<file path="src/rtl/mem_bus_arbiter.sv">
// Arbiter that shares the single-port program/data memory between the loader,
// the instruction fetcher and the decoder data path, one 3-cycle access at a time.
module mem_bus_arbiter #(
    parameter int ADDR_WIDTH = 16,
    parameter int DATA_WIDTH = 8,
    parameter int LOCK_MAX   = 4
) (
    input  logic                  clk,
    input  logic                  reset,

    input  logic                  ld_req,
    input  logic                  ld_we,
    input  logic [ADDR_WIDTH-1:0] ld_addr,
    input  logic [DATA_WIDTH-1:0] ld_wdata,
    input  logic                  ld_lock,
    output logic                  ld_gnt,
    output logic                  ld_ack,

    input  logic                  if_req,
    input  logic [ADDR_WIDTH-1:0] if_addr,
    output logic                  if_gnt,
    output logic                  if_ack,

    input  logic                  dt_req,
    input  logic                  dt_we,
    input  logic [ADDR_WIDTH-1:0] dt_addr,
    input  logic [DATA_WIDTH-1:0] dt_wdata,
    output logic                  dt_gnt,
    output logic                  dt_ack,

    output logic [DATA_WIDTH-1:0] rdata,
    output logic                  mem_we,
    output logic [ADDR_WIDTH-1:0] mem_addr,
    output logic [DATA_WIDTH-1:0] mem_din,
    input  logic [DATA_WIDTH-1:0] mem_dout,
    output logic                  busy
);

    localparam int                   CNT_WIDTH  = $clog2(LOCK_MAX + 1);
    localparam logic [CNT_WIDTH-1:0] LOCK_LIMIT = CNT_WIDTH'(LOCK_MAX);
    localparam logic [1:0]           ID_LD      = 2'd0;
    localparam logic [1:0]           ID_IF      = 2'd1;
    localparam logic [1:0]           ID_DT      = 2'd2;

    typedef enum logic [1:0] {
        IDLE   = 2'd0,
        ACCESS = 2'd1,
        DONE   = 2'd2
    } state_t;

    state_t                 state_q, state_d;
    logic [1:0]             rr_ptr_q, rr_ptr_d;
    logic [CNT_WIDTH-1:0]   lock_cnt_q, lock_cnt_d;
    logic [1:0]             winner_q, winner_d;
    logic                   is_read_q, is_read_d;
    logic [2:0]             gnt_q, gnt_d;
    logic [2:0]             ack_q, ack_d;
    logic                   mem_we_q, mem_we_d;
    logic [ADDR_WIDTH-1:0]  mem_addr_q, mem_addr_d;
    logic [DATA_WIDTH-1:0]  mem_din_q, mem_din_d;
    logic [DATA_WIDTH-1:0]  rdata_q, rdata_d;
    logic                   busy_q, busy_d;

    logic [2:0]             req_vec;
    logic [2:0]             elig;
    logic                   lock_active;
    logic                   force_yield;
    logic                   ld_wins;
    logic [1:0]             rr_pick;
    logic [1:0]             win_id;
    logic [1:0]             rr_next;
    logic                   sel_we;
    logic [ADDR_WIDTH-1:0]  sel_addr;
    logic [DATA_WIDTH-1:0]  sel_wdata;

    assign req_vec = {dt_req, if_req, ld_req};

    // A locked loader keeps the bus until it has used up its burst allowance
    // while someone else is waiting; the yield round robin then skips it.
    always_comb begin
        lock_active = ld_lock & ld_req;
        force_yield = lock_active && (lock_cnt_q == LOCK_LIMIT) && (if_req || dt_req);
        ld_wins     = lock_active && !force_yield;
        elig        = force_yield ? {dt_req, if_req, 1'b0} : req_vec;
    end

    always_comb begin
        rr_pick = rr_ptr_q;
        case (rr_ptr_q)
            2'd0: begin
                if (elig[0])      rr_pick = 2'd0;
                else if (elig[1]) rr_pick = 2'd1;
                else if (elig[2]) rr_pick = 2'd2;
            end
            2'd1: begin
                if (elig[1])      rr_pick = 2'd1;
                else if (elig[2]) rr_pick = 2'd2;
                else if (elig[0]) rr_pick = 2'd0;
            end
            default: begin
                if (elig[2])      rr_pick = 2'd2;
                else if (elig[0]) rr_pick = 2'd0;
                else if (elig[1]) rr_pick = 2'd1;
            end
        endcase
    end

    always_comb begin
        win_id  = ld_wins ? ID_LD : rr_pick;
        rr_next = (rr_pick == 2'd2) ? 2'd0 : rr_pick + 2'd1;
    end

    // The fetcher never writes, so its access is always presented as a read.
    always_comb begin
        sel_we    = 1'b0;
        sel_addr  = ld_addr;
        sel_wdata = ld_wdata;
        case (win_id)
            ID_IF: begin
                sel_we    = 1'b0;
                sel_addr  = if_addr;
                sel_wdata = '0;
            end
            ID_DT: begin
                sel_we    = dt_we;
                sel_addr  = dt_addr;
                sel_wdata = dt_wdata;
            end
            default: begin
                sel_we    = ld_we;
                sel_addr  = ld_addr;
                sel_wdata = ld_wdata;
            end
        endcase
    end

    always_comb begin
        state_d    = state_q;
        rr_ptr_d   = rr_ptr_q;
        lock_cnt_d = lock_cnt_q;
        winner_d   = winner_q;
        is_read_d  = is_read_q;
        gnt_d      = 3'b000;
        ack_d      = 3'b000;
        mem_we_d   = mem_we_q;
        mem_addr_d = mem_addr_q;
        mem_din_d  = mem_din_q;
        rdata_d    = rdata_q;
        busy_d     = busy_q;

        case (state_q)
            IDLE: begin
                mem_we_d = 1'b0;
                busy_d   = 1'b0;
                if (|req_vec) begin
                    state_d    = ACCESS;
                    winner_d   = win_id;
                    is_read_d  = !sel_we;
                    gnt_d      = 3'b001 << win_id;
                    busy_d     = 1'b1;
                    mem_we_d   = sel_we;
                    mem_addr_d = sel_addr;
                    if (sel_we) begin
                        mem_din_d = sel_wdata;
                    end
                    if (ld_wins) begin
                        if (lock_cnt_q != LOCK_LIMIT) begin
                            lock_cnt_d = lock_cnt_q + 1'b1;
                        end
                    end else begin
                        lock_cnt_d = '0;
                        rr_ptr_d   = rr_next;
                    end
                end
            end
            ACCESS: begin
                mem_we_d = 1'b0;
                state_d  = DONE;
            end
            DONE: begin
                if (is_read_q) begin
                    rdata_d = mem_dout;
                end
                ack_d   = 3'b001 << winner_q;
                busy_d  = 1'b0;
                state_d = IDLE;
            end
            default: begin
                state_d = IDLE;
            end
        endcase
    end

    always_ff @(posedge clk) begin
        if (reset) begin
            state_q    <= IDLE;
            rr_ptr_q   <= ID_IF;
            lock_cnt_q <= '0;
            winner_q   <= ID_LD;
            is_read_q  <= 1'b0;
            gnt_q      <= 3'b000;
            ack_q      <= 3'b000;
            mem_we_q   <= 1'b0;
            mem_addr_q <= '0;
            mem_din_q  <= '0;
            rdata_q    <= '0;
            busy_q     <= 1'b0;
        end else begin
            state_q    <= state_d;
            rr_ptr_q   <= rr_ptr_d;
            lock_cnt_q <= lock_cnt_d;
            winner_q   <= winner_d;
            is_read_q  <= is_read_d;
            gnt_q      <= gnt_d;
            ack_q      <= ack_d;
            mem_we_q   <= mem_we_d;
            mem_addr_q <= mem_addr_d;
            mem_din_q  <= mem_din_d;
            rdata_q    <= rdata_d;
            busy_q     <= busy_d;
        end
    end

    assign ld_gnt   = gnt_q[ID_LD];
    assign if_gnt   = gnt_q[ID_IF];
    assign dt_gnt   = gnt_q[ID_DT];
    assign ld_ack   = ack_q[ID_LD];
    assign if_ack   = ack_q[ID_IF];
    assign dt_ack   = ack_q[ID_DT];
    assign mem_we   = mem_we_q;
    assign mem_addr = mem_addr_q;
    assign mem_din  = mem_din_q;
    assign rdata    = rdata_q;
    assign busy     = busy_q;

endmodule

</file>
<file path="config.mk">
export PLATFORM = sky130hd
export DESIGN_NAME = mem_bus_arbiter
export DESIGN_NICKNAME = d
export VERILOG_FILES = /design/src/rtl/mem_bus_arbiter.sv
export SDC_FILE = /design/constraint.sdc
export NUM_CORES = 1
export LEC_CHECK = 0
export ABC_AREA = 1
export BUFFER_PORTS_ARGS = -buffer_cell sky130_fd_sc_hd__clkbuf_2
export CORE_ASPECT_RATIO = 1.25
export CORE_MARGIN = 2
export CORE_UTILIZATION = 45
export DETAILED_ROUTE_END_ITERATION = 10
export PLACE_DENSITY_LB_ADDON = 0.2
export SLEW_MARGIN = 20
export SYNTH_ARGS = -nofsm -noshare
export SYNTH_HDL_FRONTEND = slang
export SYNTH_SLANG_ARGS = --single-unit
</file>
<file path="constraint.sdc">
create_clock -name clk -period 2.9 [get_ports clk]
set_clock_uncertainty 0.05 [all_clocks]
set_input_delay 0.29 -clock clk [delete_from_list [all_inputs] [get_ports clk]]
set_output_delay 0.29 -clock clk [all_outputs]
set_load 0.01 [all_outputs]
</file>
==> results.sh <==
export IMPL_outcome="finished, final reports clean"
export IMPL_portBuffers=119
export IMPL_r2r_end="mem_din[2]"
export IMPL_path_class="flop to flop"
export IMPL_grt_max_degree=30
export IMPL_areaGrowthSynthToFinish_pct=28.4
export IMPL_clk_pin_slew_ns=0.09
export IMPL_dpl_instance_area_um2=2950
export IMPL_p_leak_nw=1.52
export IMPL_layout_drive_gt1_share_pct=35.2
export IMPL_ctsResizeCount=0
export IMPL_finalHoldViolCount=0
export IMPL_synth_cell_area_um2=2370
export IMPL_post_cts_buffers=0
export IMPL_dieArea_um2=5870
export IMPL_overflow=0
export IMPL_rsz0062_at_grt="no"
export IMPL_dieWidth_um=68.9
export IMPL_pin_count=120
export IMPL_cp_end_kind="flop"
export IMPL_critPathCapture="mem_din[2]"
export IMPL_wire_per_inst_um=12.3
export IMPL_drtIter0Drc=165
export IMPL_synth_ff_latch_count=50
export IMPL_syn_inst=310
export IMPL_cts_root_buf="clkbuf_8"
export IMPL_cts_tree="built"
export IMPL_die_y_um=85.2
export IMPL_routed_wl_um=5970
export IMPL_worstPathArrival_ns=2.58
export IMPL_syn_nets=394
export IMPL_slew_limit_headroom_pct=44.6
export IMPL_setup_viol=0
export IMPL_worstPathRequired_ns=3.04
export IMPL_grt_pass1_vias=2221
export IMPL_period_share_pct=84.0
export IMPL_start_kind="flop"
export IMPL_place_hpwl_um=4460
export IMPL_gp_congestion=0.914
export IMPL_fmax_ghz=0.411
export IMPL_reg2reg_depth=16
export IMPL_diodes=0
export IMPL_drtPass1Iterations=4
export IMPL_grt_use_total_pct=20.8
export IMPL_maxCapViolations=0
export IMPL_cts_num_sinks=50
export IMPL_via_per_inst=5.12
export IMPL_period_needed_ns=2.43
export IMPL_yosys_warnings=0
export IMPL_cts_hold_buf=0
export IMPL_core_area_um2=5080
export IMPL_fin_area_um2=3040
export IMPL_drv_slew=0
export IMPL_worstMarginPinSlew_ns=0.830
export IMPL_ys_seq_area_share_pct=42.2
export IMPL_drc=0
export IMPL_rr_startpoint="lock_cnt_q[0]"
export IMPL_cts_max_path_buffers=2
export IMPL_htree_levels=2
export IMPL_worstSkewPairLatency_ns=0.29
export IMPL_power_density_nw_per_um2=568
export IMPL_rows=29
export IMPL_hold_path_class="primary input to flop"
export IMPL_antenna_found_initial=0
export IMPL_numCtsBuffers=5
export IMPL_startpoint="lock_cnt_q[0]"
export IMPL_finalSetupTns_ns=0
export IMPL_detail_route_antenna_nets=0
export IMPL_min_delay_start="ld_addr[14]"
export IMPL_via_count=2471
export IMPL_r2r_slack_ns=0.47
export IMPL_n_fill_cell=494
export IMPL_fin_nets=504
export IMPL_grt_pass1_wl_um=9460
export IMPL_ff_latch_area_um2=1000
export IMPL_crit_path_max_fanout=10
export IMPL_multi_input_area_um2=1180
export IMPL_initial_core_util_pct=46.7
export IMPL_synth_distinct_cells=32
export IMPL_syn_avg_cell_area_um2=7.65
export IMPL_ir_worst_vdd_uv=337
logic make-up after synthesis:
group,share of synthesized area (%)
adder cells (fa/ha/maj),2.11
buffers and inverters,8.07
flip-flops,42.2
AND/OR/NAND/NOR,24.0
AO/OA/AOI/OAI,23.3
XOR/XNOR,0.369
state kept, by name (all words and copies together), names as in the netlist:
signal      flops
lock_cnt_q      3
rdata           8
mem_din         8
busy            1
mem_addr       16
gnt_q           3
rr_ptr_q        2
ack_q           3
state_q         2
is_read_q       1
winner_q        2
mem_we          1
worst min path at each step:
stage	slack, ns	cells past startpoint	to
6_report	0.18	3	mem_addr[14]
5_1_grt	0.19	3	mem_addr[5]
4_1_cts	0.18	3	mem_addr[0]
3_5_place_dp	0.39	1	ack_q[1]
3_3_place_gp	0.39	1	ack_q[0]
2_1_floorplan	0.37	1	ack_q[1]
metrics by stage:
stage                     total power [mW]  util, %  instances  hold slack, ns  setup slack, ns
after detailed placement              1.33     58.1        475           0.390            0.462
after global placement                1.33     58.1        475           0.392            0.590
final                                 1.73     59.9        483           0.182            0.465
after CTS                             1.75     59.9        483           0.176            0.453
after global routing                  1.84     59.9        483           0.186            0.198
after floorplan                       1.16        -        310           0.371            0.664
critical path: stages, from the launching register on:
cell and delay (ns):
dfxtp_1 0.33, inv_1 0.07, ha_1 0.17, nand2_2 0.13
nor2_1 0.12, nand2_1 0.07, nand3_1 0.07, nand2_1 0.05
nand2_1 0.11, nand2_2 0.08, ha_1 0.32, inv_2 0.14
o21ai_1 0.13, nor2_4 0.24, inv_4 0.09, nor2_1 0.10
nor2_1 0.05
synth_stat cells:
| library cell | n | share of area, % |
|---|---|---|
| o31ai_1 | 1 | 0.32 |
| dfxtp_1 | 50 | 42 |
| o21ai_0 | 10 | 2.1 |
| clkbuf_1 | 7 | 1.1 |
| nor3_1 | 1 | 0.21 |
| buf_2 | 7 | 1.5 |
| nand2_2 | 2 | 0.53 |
| a21boi_4 | 1 | 0.79 |
| a21oi_1 | 15 | 3.2 |
| buf_1 | 1 | 0.16 |
| o21ai_1 | 17 | 3.6 |
| nor2_2 | 3 | 0.79 |
| a21oi_2 | 1 | 0.37 |
| buf_6 | 3 | 1.4 |
| xor2_1 | 1 | 0.37 |
| nor4_1 | 2 | 0.53 |
| nor2_1 | 24 | 3.8 |
| inv_2 | 2 | 0.32 |
| nand4_1 | 3 | 0.79 |
| buf_4 | 1 | 0.32 |
| nand3_1 | 22 | 4.6 |
| nand2_1 | 77 | 12 |
| nor2_4 | 1 | 0.47 |
| ha_1 | 4 | 2.1 |
| a31oi_2 | 2 | 1.1 |
| a22o_1 | 16 | 5.9 |
| inv_4 | 1 | 0.26 |
| a31oi_1 | 14 | 3.7 |
| buf_8 | 1 | 0.63 |
| inv_1 | 15 | 2.4 |
| o21bai_4 | 1 | 0.79 |
| o21ai_2 | 4 | 1.5 |
layout by cell type (no fill, tap or decap), drive strengths merged, types with 2 or more instances in the layout:
master	count
nand3	22
nor2	28
buf	4
nand4	3
ha	4
dfxtp	50
clkbuf	126
nand2	79
a22o	16
nor4	2
a21oi	16
a31oi	16
o21ai	31
inv	18
where the power goes:
group	switching, mW	internal (mW)
clock network	0.220	0.193
registers	0.0479	0.762
logic	0.303	0.203
routing by layer:
layer / vias to the layer above / part of all wire (%) / wire, µm / GRT usage, %
met5: - / 0 / 0 / 0
met4: 0 / 1.5 / 87 / 6.06
met3: 8 / 7.3 / 434 / 5.17
met2: 97 / 49 / 2950 / 37.1
met1: 1093 / 42 / 2490 / 23.9
li1: 1273 / - / - / -
area by class of cell:
type                       instances  share of cell area [%]
clock inverter                     1                   0.164
inverter                          18                    2.30
sequential                        50                    32.9
timing repair buffer             123                    20.6
clock buffer                       7                    2.84
multi-input combinational        222                    38.7
tap                               62                    2.55
No activity file was read; power rests on OpenSTA's default activity.
